--- src/rtl/puf_pkg.sv ---
// Shared types and default sizing for the PUF key-capture datapath.
package puf_pkg;

  typedef enum logic [1:0] {
    StIdle    = 2'd0,
    StCount   = 2'd1,
    StCompare = 2'd2,
    StFull    = 2'd3
  } state_e;

  localparam int unsigned DefNPairs  = 8;
  localparam int unsigned DefKeyBits = 8;
  localparam int unsigned DefCntW    = 16;
  localparam int unsigned DefMargin  = 4;

  // Index width that never collapses to zero bits.
  function automatic int unsigned idx_width(input int unsigned n);
    return (n > 1) ? $clog2(n) : 1;
  endfunction

  localparam int unsigned DefPairW = idx_width(DefNPairs);

endpackage

--- src/rtl/ro_edge_counter.sv ---
// Synchronises a whole RO bank, detects rising edges, and counts edges of the
// selected lane with a saturating, clearable counter.
module ro_edge_counter import puf_pkg::*; #(
  parameter int unsigned NPairs = DefNPairs,
  parameter int unsigned CntW   = DefCntW,
  localparam int unsigned SelW  = idx_width(NPairs)
) (
  input  logic              clk_i,
  input  logic              rst_i,
  input  logic [NPairs-1:0] ro_i,
  input  logic [SelW-1:0]   sel_i,
  input  logic              clr_i,
  input  logic              en_i,
  output logic [CntW-1:0]   cnt_o
);

  logic [NPairs-1:0] sync1_q, sync2_q, prev_q;
  logic [NPairs-1:0] edge_vec;
  logic              sel_edge;
  logic [CntW-1:0]   cnt_q, cnt_d;

  // Every lane is synchronised continuously so switching lanes never sees stale history.
  always_ff @(posedge clk_i or posedge rst_i) begin
    if (rst_i) begin
      sync1_q <= '0;
      sync2_q <= '0;
      prev_q  <= '0;
      cnt_q   <= '0;
    end else begin
      sync1_q <= ro_i;
      sync2_q <= sync1_q;
      prev_q  <= sync2_q;
      cnt_q   <= cnt_d;
    end
  end

  assign edge_vec = sync2_q & ~prev_q;
  assign sel_edge = edge_vec[sel_i];

  always_comb begin
    cnt_d = cnt_q;
    if (clr_i) begin
      cnt_d = '0;
    end else if (en_i && sel_edge && (cnt_q != {CntW{1'b1}})) begin
      cnt_d = cnt_q + CntW'(1);
    end
  end

  assign cnt_o = cnt_q;

endmodule

--- src/rtl/puf_key_capture.sv ---
// PUF key capture: one RO-pair comparison per measurement window, one key bit per window.
// Optional STABILITY_MASK_EN adds unstable_mask_o flagging bits whose counts differ by < Margin.
module puf_key_capture import puf_pkg::*; #(
  parameter int unsigned NPairs  = DefNPairs,
  parameter int unsigned KeyBits = DefKeyBits,
  parameter int unsigned CntW    = DefCntW,
`ifdef STABILITY_MASK_EN
  parameter int unsigned Margin  = DefMargin,
`endif
  localparam int unsigned PairW  = idx_width(NPairs)
) (
  input  logic               clk_i,
  input  logic               rst_i,
  input  logic               start_count_i,
  input  logic               done_in_i,
  input  logic [NPairs-1:0]  ro_a_i,
  input  logic [NPairs-1:0]  ro_b_i,
  input  logic               key_clear_i,
  output logic [KeyBits-1:0] key_o,
  output logic               key_valid_o,
  output logic [PairW-1:0]   pair_sel_o,
  output logic               busy_o,
`ifdef STABILITY_MASK_EN
  output logic [KeyBits-1:0] unstable_mask_o,
`endif
  output logic               tie_flag_o
);

  localparam int unsigned IdxW = idx_width(KeyBits);

  state_e             state_q, state_d;
  logic               start_prev_q;
  logic [KeyBits-1:0] key_q, key_d;
  logic               key_valid_q, key_valid_d;
  logic [PairW-1:0]   pair_q, pair_d;
  logic [IdxW-1:0]    idx_q, idx_d;
  logic               tie_q, tie_d;
  logic [CntW-1:0]    cnt_a, cnt_b;
  logic               start_rise, cnt_clr, cnt_en;
`ifdef STABILITY_MASK_EN
  logic [KeyBits-1:0] mask_q, mask_d;
  logic [CntW:0]      cnt_diff;

  assign cnt_diff = (cnt_a >= cnt_b) ? ({1'b0, cnt_a} - {1'b0, cnt_b})
                                     : ({1'b0, cnt_b} - {1'b0, cnt_a});
`endif

  ro_edge_counter #(
    .NPairs (NPairs),
    .CntW   (CntW)
  ) u_cnt_a (
    .clk_i  (clk_i),
    .rst_i  (rst_i),
    .ro_i   (ro_a_i),
    .sel_i  (pair_q),
    .clr_i  (cnt_clr),
    .en_i   (cnt_en),
    .cnt_o  (cnt_a)
  );

  ro_edge_counter #(
    .NPairs (NPairs),
    .CntW   (CntW)
  ) u_cnt_b (
    .clk_i  (clk_i),
    .rst_i  (rst_i),
    .ro_i   (ro_b_i),
    .sel_i  (pair_q),
    .clr_i  (cnt_clr),
    .en_i   (cnt_en),
    .cnt_o  (cnt_b)
  );

  assign start_rise = start_count_i & ~start_prev_q;

  always_comb begin
    state_d     = state_q;
    key_d       = key_q;
    key_valid_d = key_valid_q;
    pair_d      = pair_q;
    idx_d       = idx_q;
    tie_d       = tie_q;
    cnt_clr     = 1'b0;
    cnt_en      = 1'b0;
`ifdef STABILITY_MASK_EN
    mask_d      = mask_q;
`endif
    if (key_clear_i) begin
      state_d     = StIdle;
      key_d       = '0;
      key_valid_d = 1'b0;
      pair_d      = '0;
      idx_d       = '0;
      tie_d       = 1'b0;
`ifdef STABILITY_MASK_EN
      mask_d      = '0;
`endif
    end else begin
      unique case (state_q)
        StIdle: begin
          if (start_rise) begin
            cnt_clr = 1'b1;
            state_d = StCount;
          end
        end
        StCount: begin
          cnt_en = 1'b1;
          if (!start_count_i || done_in_i) state_d = StCompare;
        end
        StCompare: begin
          key_d[idx_q] = (cnt_a > cnt_b);
          if (cnt_a == cnt_b) tie_d = 1'b1;
`ifdef STABILITY_MASK_EN
          mask_d[idx_q] = (cnt_diff < (CntW+1)'(Margin));
`endif
          pair_d = (pair_q == PairW'(NPairs - 1)) ? '0 : pair_q + PairW'(1);
          if (idx_q == IdxW'(KeyBits - 1)) begin
            key_valid_d = 1'b1;
            state_d     = StFull;
          end else begin
            idx_d   = idx_q + IdxW'(1);
            state_d = StIdle;
          end
        end
        StFull: ;
        default: state_d = StIdle;
      endcase
    end
  end

  always_ff @(posedge clk_i or posedge rst_i) begin
    if (rst_i) begin
      state_q      <= StIdle;
      // Treated as already high so a window open across reset release is not captured.
      start_prev_q <= 1'b1;
      key_q        <= '0;
      key_valid_q  <= 1'b0;
      pair_q       <= '0;
      idx_q        <= '0;
      tie_q        <= 1'b0;
`ifdef STABILITY_MASK_EN
      mask_q       <= '0;
`endif
    end else begin
      state_q      <= state_d;
      start_prev_q <= start_count_i;
      key_q        <= key_d;
      key_valid_q  <= key_valid_d;
      pair_q       <= pair_d;
      idx_q        <= idx_d;
      tie_q        <= tie_d;
`ifdef STABILITY_MASK_EN
      mask_q       <= mask_d;
`endif
    end
  end

  assign key_o       = key_q;
  assign key_valid_o = key_valid_q;
  assign pair_sel_o  = pair_q;
  assign busy_o      = (state_q == StCount) || (state_q == StCompare);
  assign tie_flag_o  = tie_q;
`ifdef STABILITY_MASK_EN
  assign unstable_mask_o = mask_q;
`endif

endmodule
--- config.mk ---
export PLATFORM = sky130hd
export DESIGN_NAME = puf_key_capture
export DESIGN_NICKNAME = d
export VERILOG_FILES = /design/src/rtl/puf_pkg.sv /design/src/rtl/ro_edge_counter.sv /design/src/rtl/puf_key_capture.sv
export SDC_FILE = /design/constraint.sdc
export NUM_CORES = 1
export LEC_CHECK = 0
export CORE_MARGIN = 5
export CORE_UTILIZATION = 30
export DETAILED_ROUTE_END_ITERATION = 8
export PLACE_DENSITY = 0.58
export SKIP_CTS_REPAIR_TIMING = 1
export SYNTH_ARGS = -nofsm -noshare
export SYNTH_HDL_FRONTEND = slang
export SYNTH_HIERARCHICAL = 1
export SYNTH_SLANG_ARGS = --single-unit
--- constraint.sdc ---
create_clock -name clk_i -period 3 [get_ports clk_i]
set_input_delay 0.9 -clock clk_i [delete_from_list [all_inputs] [get_ports clk_i]]
set_output_delay 0.9 -clock clk_i [all_outputs]
set_load 0.03 [all_outputs]
==> key figures <==
Run status
  • Result of the run: completed

GRT
  • Via count of the first global-routing pass: 3,386
  • Tot GR Track Use: 11.1%
  • Global-route wire length before repair: 16,300 um
  • GR Overflow Total: 0
  • Pin count of the biggest net entering global routing: 41
  • Initial antenna violation count: 0

Critical path
  • Required arrival time at the worst endpoint: 2.10 ns
  • Start-to-end type of the worst setup path: reg2out
  • Critical path, cell by cell: clkdlybuf4s50_1
  • Worst reg-to-reg path cell count: 6
  • Launching instance or port of the critical path: pair_sel_o[0]$_DFFE_PP0P_
  • Worst flop-to-flop path endpoint: u_cnt_a/cnt_o[15]$_DFFE_PP0P_
  • Bufs and invs on worst path: 1
  • Worst endpoint data arrival time: 1.89 ns
  • Reg2Reg Launch Point: pair_sel_o[0]$_DFFE_PP0P_
  • Crit Path Max Fanout: 19
  • Critical-path top delay cell: sky130_fd_sc_hd__clkdlybuf4s50_1
  • Setup crit start kind: flop
  • Highest cell delay on the worst timing path: 0.79 ns
  • Flop-to-flop setup slack: 0.52 ns
  • Critical Path End Type: primary output
  • Dominant delay contributor by cell family on the critical path: buffers and inverters
  • Critical path depth in cells: 1
  • CP Capture Point: pair_sel_o[0]

Die
  • Row cnt: 45
  • Die outline height: 134 um
  • Die Outline Area: 18,000 sq um
  • Initial Util: 30.6%
  • Placeable core region: 15,100 sq um
  • # IOs: 35
  • Die outline width: 134 um

Pwr
  • Maximum VDD drop: 0.000308 V
  • Total power of the final layout: 0.00283 W
  • Power per cell area: 504 nW/um^2
  • P_leak: 2.42 nW

Synthesis
  • Sequential area share after synthesis: 53.5%
  • Most common flop cell mapped by yosys: sky130_fd_sc_hd__dfrtp_1
  • Cell count after synthesis: 415
  • Number of warning messages in the yosys log: 6
  • Most frequent cell after synthesis: sky130_fd_sc_hd__dfrtp_1
  • Cell type contributing the most total cell area after synthesis: sky130_fd_sc_hd__dfrtp_1
  • Number of enable flip-flop cells after synthesis: 0
  • Largest cells by area after synthesis: sky130_fd_sc_hd__dfrtp_1 (53%), sky130_fd_sc_hd__ha_1 (6.5%), sky130_fd_sc_hd__a21oi_1 (4.0%)
  • Area fraction of the dominant cell type after synthesis: 53.0%
  • Number of distinct library cells after synthesis: 50
  • Synth cell count leaders: sky130_fd_sc_hd__dfrtp_1 (98), sky130_fd_sc_hd__a21oi_1 (37), sky130_fd_sc_hd__inv_1 (33), sky130_fd_sc_hd__nor2_1 (33), sky130_fd_sc_hd__ha_1 (24)
  • Total standard cell area after synthesis: 4630 sq um
  • Total nets after synthesis: 460
  • Synthesized area divided by synthesized cell count: 11.2 sq um
  • Proportion of register bits with asynchronous set or reset after synthesis: 100%
  • Flops & latches, synth: 99

Placement
  • Cell count after placement: 646
  • Last weighted congestion value of the routability-driven placer: 0.839
  • Number of buffers added on ports: 34
  • Placement Setup Slack: 0.00194 ns
  • Post-DP HPWL: 6710 um

Routing
  • DRT Wirelength: 9450 um
  • Vias: 3,310
  • Post-detailed-route wirelength per cell: 14.3 um
  • Ratio of routed vias to standard cells: 5.00
  • DRT iter0 DRCs: 248
  • Remaining antenna violation count: 0
  • # DRC: 0
  • Length of the first detailed-routing pass in iterations: 4

Clock network
  • Clk sink count: 99
  • Clock-pin slew on the worst setup and hold paths: 0.07 ns
  • Clk buf depth: 2
  • CTS tree: built
  • TritonCTS Buffers: 9
  • H-tree Lvls: 3
  • Buffer cell driving the clock tree root: sky130_fd_sc_hd__clkbuf_16
  • Latest clock arrival within the worst-skew pair: 0.35 ns

Timing
  • Transition at the pin with the smallest max-transition slack: 0.748 ns
  • Period utilisation layout: 92.9%
  • Max-slew headroom: 49.8%
  • Clock Skews: 0.00417 ns
  • Number of failing hold endpoints at the final stage: 0
  • Maximum clock frequency: 359 MHz
  • RSZ-0062 raised after global routing: false
  • Final setup viols: 0
  • Min cycle time layout: 2.79 ns
  • Worst hold-check slack: 0.349 ns
  • Final sum of negative setup slack: 0 ns
  • Crit path setup slack, layout: 0.213 ns
  • Final slew viol count: 0

Hold path
  • Class of the tightest hold or removal check: reg2reg

Layout
  • Layout net count: 514
  • Ratio of cells with drive above 1 in the final layout: 10.3%
  • Number of inserted diodes: 0
  • Layout filler cell count: 1,444
  • Non-Filler Instances: 662
  • Layout Area Growth over Synthesis: 21.2%

Flow run
  • Max-cap violations: 0
==> cells in the final DEF, fill, tap and decap left out, drive strengths merged, types with 8 or more instances in the layout <==
cell type      Yosys  layout
dfrtp             98      98
a21oi             37      37
inv               33      37
clkdlybuf4s50      0      34
nor2              33      33
ha                24      24
nand2             21      21
buf                5      18
xor2              15      15
nand4             14      14
o21ai             13      13
nand3             12      12
or3               12      12
o31ai             10      10
clkbuf             4      10
a2111oi            8       8
and3               8       8
==> metal layers <==
layer,GRT usage [%],share of wire (%),up-vias
li1,-,-,1610
met1,14.5,47,1617
met2,17.9,48,70
met3,3.53,4.4,13
met4,3.05,1.1,0
met5,0,0,-
==> sequential cells by signal (all words and copies together) (netlist names) <==
name	count
u_cnt_b/sync1_q	8
tie_flag_o	1
state_q	2
u_cnt_b/sync2_q	8
pair_sel_o	3
u_cnt_a/prev_q	8
start_prev_q	1
u_cnt_a/sync1_q	8
u_cnt_b/prev_q	8
idx_q	3
key_o	8
u_cnt_a/cnt_o	16
u_cnt_b/cnt_o	16
key_valid_o	1
u_cnt_a/sync2_q	8
==> how the worst min path moves through the flow <==
stage | from | end | slack (ns) | depth (start not counted)
floorplan | u_cnt_a/sync1_q[0]$_DFF_PP0_ | u_cnt_a/sync2_q[0]$_DFF_PP0_ | 0.33 | 0
global placement | u_cnt_a/sync1_q[7]$_DFF_PP0_ | u_cnt_a/sync2_q[7]$_DFF_PP0_ | 0.33 | 0
detailed placement | u_cnt_b/sync1_q[3]$_DFF_PP0_ | u_cnt_b/sync2_q[3]$_DFF_PP0_ | 0.33 | 0
CTS | u_cnt_b/sync1_q[3]$_DFF_PP0_ | u_cnt_b/sync2_q[3]$_DFF_PP0_ | 0.35 | 0
global route | u_cnt_b/sync1_q[7]$_DFF_PP0_ | u_cnt_b/sync2_q[7]$_DFF_PP0_ | 0.36 | 0
finish | u_cnt_a/sync1_q[7]$_DFF_PP0_ | u_cnt_a/sync2_q[7]$_DFF_PP0_ | 0.35 | 0
==> logic make-up (layout without fill, tap and decap cells) <==
logic type | Yosys count | in the layout | synth area share (%)
AND/OR/NAND/NOR | 141 | 141 | 18.6
flip-flops | 99 | 99 | 53.5
AO/OA/AOI/OAI | 84 | 84 | 12.6
buffers and inverters | 42 | 101 | 3.94
adder cells (fa/ha/maj) | 24 | 24 | 6.48
XOR/XNOR | 19 | 19 | 3.59
multiplexers | 6 | 6 | 1.30
==> cell type report <==
cell class	instances	area [sq um]	share of cell area, %
clock buffers	10	239	4.26
well taps	188	235	4.19
flip-flops and latches	99	2480	44.1
repair buffers	52	488	8.69
inverters	33	124	2.21
clock inverters	6	77.6	1.38
multi-input cells	274	1970	35.1
==> report_power, final <==
part	internal, W	switching (W)
Combinational	0.0000789	0.000129
Clock	0.000687	0.000535
Sequential	0.00138	0.0000227
Total	0.00214	0.000687
==> per-stage QoR <==
stage / area, sq um / util [%]
detailed placement: 5300 / 35.0
floorplan: 4630 / -
CTS: 5610 / 37.1
global placement: 5300 / 35.0
global route: 5610 / 37.1
finish: 5610 / 37.1
No activity file was read; power rests on OpenSTA's default activity.
